$ cat src/rtl/spw_buffer_ctrl.sv
// Purpose : slot-based buffer controller; allocates the lowest free slot on write and
//           releases slots in acceptance order through a pointer ring.
// Latency : wr_en_o/rd_en_o are same-cycle; a written entry is readable the next cycle.
// Backpr. : in_ready_o drops when no slot is free (a slot released this cycle is not
//           reusable until the next); out_ready_i is ignored while empty.
//
// Ports   : clk_i, rst_i (async, active-high)
//           in_valid_i / in_ready_o / wr_en_o / write_ptr_o  -- producer side
//           out_valid_o / out_ready_i / rd_en_o / read_ptr_o -- consumer side
//           count_o  -- occupied slots 0..DEPTH
//           hwm_o    -- occupancy high-water mark, only with `SPW_BUFFER_CTRL_HWM_EN
module spw_buffer_ctrl #(
    parameter int PTR_WIDTH = 3
) (
    input  logic                 clk_i,
    input  logic                 rst_i,
    input  logic                 in_valid_i,
    output logic                 in_ready_o,
    output logic                 wr_en_o,
    output logic [PTR_WIDTH-1:0] write_ptr_o,
    output logic                 out_valid_o,
    input  logic                 out_ready_i,
    output logic                 rd_en_o,
    output logic [PTR_WIDTH-1:0] read_ptr_o,
    output logic [PTR_WIDTH:0]   count_o
`ifdef SPW_BUFFER_CTRL_HWM_EN
    ,
    output logic [PTR_WIDTH:0]   hwm_o
`endif
);
    localparam int DEPTH = 2**PTR_WIDTH;

    logic [DEPTH-1:0]     r_free;
    logic [PTR_WIDTH-1:0] r_ring [DEPTH];
    logic [PTR_WIDTH:0]   r_head;
    logic [PTR_WIDTH:0]   r_tail;

    logic [PTR_WIDTH-1:0] w_low_free;
    logic [PTR_WIDTH:0]   w_count;
    logic                 w_acc;
    logic                 w_pop;

    // Lowest-index free slot: scan from the top so the lowest set bit wins.
    always_comb begin
        w_low_free = '0;
        for (int i = DEPTH - 1; i >= 0; i--) begin
            if (r_free[i]) begin
                w_low_free = PTR_WIDTH'(i);
            end
        end
    end

    // Head/tail carry one extra bit so full (diff = DEPTH) and empty (diff = 0) differ.
    assign w_count     = r_tail - r_head;
    assign in_ready_o  = |r_free;
    assign write_ptr_o = w_low_free;
    assign w_acc       = in_valid_i && in_ready_o;
    assign wr_en_o     = w_acc;
    assign out_valid_o = (w_count != '0);
    assign read_ptr_o  = r_ring[r_head[PTR_WIDTH-1:0]];
    assign w_pop       = out_valid_o && out_ready_i;
    assign rd_en_o     = w_pop;
    assign count_o     = w_count;

    // Accepted and popped slots are always distinct (one free, one occupied),
    // so both free-vector updates can apply in the same cycle.
    always_ff @(posedge clk_i or posedge rst_i) begin
        if (rst_i) begin
            r_free <= '1;
            r_head <= '0;
            r_tail <= '0;
        end else begin
            if (w_acc) begin
                r_free[w_low_free] <= 1'b0;
                r_tail             <= r_tail + 1'b1;
            end
            if (w_pop) begin
                r_free[read_ptr_o] <= 1'b1;
                r_head             <= r_head + 1'b1;
            end
        end
    end

    // Ring contents are only meaningful between head and tail, so no reset needed.
    always_ff @(posedge clk_i) begin
        if (w_acc) begin
            r_ring[r_tail[PTR_WIDTH-1:0]] <= w_low_free;
        end
    end

`ifdef SPW_BUFFER_CTRL_HWM_EN
    logic [PTR_WIDTH:0] r_hwm;
    logic [PTR_WIDTH:0] w_next_count;

    assign w_next_count = w_count + {{PTR_WIDTH{1'b0}}, w_acc} - {{PTR_WIDTH{1'b0}}, w_pop};

    always_ff @(posedge clk_i or posedge rst_i) begin
        if (rst_i) begin
            r_hwm <= '0;
        end else if (w_next_count > r_hwm) begin
            r_hwm <= w_next_count;
        end
    end

    assign hwm_o = r_hwm;
`endif

endmodule

$ cat config.mk
export PLATFORM = sky130hd
export DESIGN_NAME = spw_buffer_ctrl
export DESIGN_NICKNAME = d
export VERILOG_FILES = /design/src/rtl/spw_buffer_ctrl.sv
export SDC_FILE = /design/constraint.sdc
export NUM_CORES = 1
export LEC_CHECK = 0
export ABC_CLOCK_PERIOD_IN_PS = 4200
export BUFFER_PORTS_ARGS = -buffer_cell sky130_fd_sc_hd__buf_2
export CELL_PAD_IN_SITES_DETAIL_PLACEMENT = 0
export CELL_PAD_IN_SITES_GLOBAL_PLACEMENT = 1
export CORE_MARGIN = 1
export CORE_UTILIZATION = 51
export DETAILED_ROUTE_END_ITERATION = 10
export PLACE_DENSITY = 0.94
export SETUP_SLACK_MARGIN = 0.4
export SYNTH_ARGS = -nofsm -noshare
export SYNTH_HDL_FRONTEND = slang
export SYNTH_SLANG_ARGS = --single-unit
$ cat constraint.sdc
create_clock -name clk_i -period 4.2 [get_ports clk_i]
set_clock_uncertainty 0.1 [all_clocks]
set_input_delay 0.42 -clock clk_i [delete_from_list [all_inputs] [get_ports clk_i]]
set_output_delay 0.42 -clock clk_i [all_outputs]
set_load 0.02 [all_outputs]
==> results.py <==
metrics = {
    "route": {
        "firstDrtPassIters": 4,
        "vias_per_cell": 5.62,
        "antenna_left": 0,
        "routedWlPerCell_um": 16.0,
        "wl_mm": 3.63,
        "vias": 1275,
        "drt_iter0_markers": 84,
        "route.detailed.drc": 0,
    },
    "placement": {
        "post-dp-hpwl_mm": 2.68,
        "place_congestion": 0.855,
        "io_buffer_count": 17,
        "post_dp_cell_area_um2": 2080,
        "dp.cells": 219,
    },
    "setup_path": {
        "worstSetupPathType": "register to output port",
        "end_kind": "output port",
        "critical-path-top-delay-family": "flip-flops",
        "slowest_delay_ps": 640,
        "path_cells": "inv_1 -> ha_1 -> a21oi_1 -> nand2_1 -> xor2_1 -> or4_1 -> buf_2",
        "path_buf_inv": 2,
        "cp_slowest_cell": "dfrtp_1",
        "cp_data_arrival_time_ps": 2620,
        "path_max_fanout": 13,
        "start_kind": "register",
        "cp.required_ps": 3680,
    },
    "run_status": {
        "status": "finished clean",
    },
    "floorplan": {
        "io_pins": 18,
        "die_y_um": 64.2,
        "rows": 22,
        "dieArea_um2": 4120,
        "core_um2": 3690,
        "dieWidth_um": 64.2,
        "start_util_pct": 53.5,
    },
    "yosys": {
        "ys_types": 38,
        "async_reset_ff_share_pct": 40.0,
        "netlist_area_um2": 1970,
        "ys_warn_count": 0,
        "synth_edf_count": 24,
        "syn-num-nets": 168,
        "ys_ff_latch": 40,
        "yosysSeqAreaShare_pct": 57.3,
        "synth_ff_type": "edfxtp_1",
        "syn_area_per_cell_um2": 12.5,
        "syn_inst": 158,
    },
    "timing": {
        "rsz0062_at_grt": "no",
        "fmax_mhz": 319,
        "slew_headroom_pct": 38.0,
        "setup_tns_ps": 0,
        "report.final.slew_viol_count": 0,
        "fin_crit_sh_pct": 74.7,
        "post-route-min-period_ps": 3140,
        "setup_viol": 0,
        "hold_viol": 0,
        "holdWs_ps": 81.0,
        "worstMarginPinSlew_ps": 923,
    },
    "clock_tree": {
        "hold_buffers": 0,
        "clock_path_buffers": 2,
        "cts.sinks": 40,
        "cts_setup_buffers": 0,
        "path_clk_slew_ps": 80,
        "cts_root_buf": "clkbuf_8",
        "clk_latency_ps": 300,
        "numCtsBuffers": 5,
        "cts_resized": 0,
        "htree_levels": 2,
        "cts_tree": "done",
    },
    "final_layout": {
        "fillers": 309,
        "drive_gt1_share_pct": 26.8,
        "syn2layout_area_growth_pct": 11.1,
        "finalInstanceArea_um2": 2190,
        "diodes": 0,
        "stdcell_count": 227,
        "regArea_um2": 1130,
        "multi_input_area_um2": 753,
        "final_net_count": 188,
    },
    "grt": {
        "grt_pass1_vias": 1262,
        "gr-total-overflow": 0,
        "track_usage_pct": 20.5,
        "antenna_found_initial": 0,
        "grt_max_degree": 17,
        "grt_pass1_wl_mm": 6.04,
    },
    "run": {
        "maxCapViolations": 0,
    },
    "min_path": {
        "hold_path.class": "primary input to async pin",
    },
}
## flip-flops by register name (all words and copies together), names as in the netlist
register / count
r_free: 8
r_head: 4
r_ring: 24
r_tail: 4
## cells by family after synthesis
family,Yosys count,synth area share [%]
buffers and inverters,17,4.56
AOI/OAI and AO/OA,21,7.35
xor gates and xnor gates,9,3.99
and+or+nand+nor,59,15.8
adders and majority gates,6,4.18
muxes,6,6.84
DFF,40,57.3
## synth_stat cells (all sizes together), types with 4 or more instances
master | instances | share of area (%)
nand2 | 24 | 5.5
xnor2 | 6 | 2.7
nand3b | 4 | 1.5
nor3 | 10 | 2.5
edfxtp | 24 | 37
dfrtp | 8 | 10
mux4 | 6 | 6.8
ha | 5 | 3.2
o21ai | 9 | 2.7
dfstp | 8 | 11
nor2 | 6 | 1.3
inv | 13 | 2.5
## worst register-to-register path, stage by stage, from the launching register on
cell	delay, ps
dfrtp_1	640
inv_1	210
ha_1	390
a21oi_1	240
a211oi_1	110
nand3b_1	390
nor2b_4	260
a22o_1	210
## stage by stage
stage	setup WS [ps]	util [%]
after floorplan	1750	-
after global placement	1490	56.3
after detailed placement	1420	56.3
after CTS	1080	59.5
after global routing	876	59.5
final	1060	59.5
## final cells by class
cell class	count	area share, %
clock inverter	3	2.11
clock buffer	5	3.14
timing repair buffer	17	3.88
multi-input combinational	101	34.3
inverter	13	2.22
sequential	40	51.6
tap	48	2.74
## per-layer routing
layer	vias up	share of wire, %	GRT usage (%)
li1	609	-	-
met1	611	42	25.2
met2	45	51	33.5
met3	10	4.7	5.54
met4	0	2.0	10.0
met5	-	0	0
## layout by cell type (no fill, tap or decap), types with 2 or more instances in the layout
cell      Yosys  final
dfrtp_1       8      8
clkbuf_8      0      5
xor2_1        3      3
nand3b_1      4      4
nand2_1      21     21
dfstp_2       8      8
buf_2         0     17
nand3_1       3      3
o21ai_2       2      2
nor3_1       10     10
nand2_4       2      2
ha_1          5      5
nor4_1        3      3
nand2b_1      3      3
nand4_1       2      2
o21ai_1       2      2
xnor2_1       6      6
a21oi_1       3      3
o21ai_0       5      5
nor2_1        5      5
mux4_2        6      6
edfxtp_1     24     24
inv_1        12     12
a22o_1        3      3
## path summary, 6_finish.rpt
check	from	endpoint	slack, ps	cells after the start
min reg2reg	r_tail[3]	r_tail[3]	390	1
min in group clk_i	in_valid_i	r_free[1]	380	4
max	r_head[2]	out_valid_o	1060	7
max reg2reg	r_head[2]	r_free[2]	1580	7
max in group asynchronous	rst_i	r_tail[2]	3510	2
min	rst_i	r_head[1]	80	2
Power is left out: the tool's default activity adds up to more than one toggle a clock period on the data nets, which glitch-free logic cannot reach.
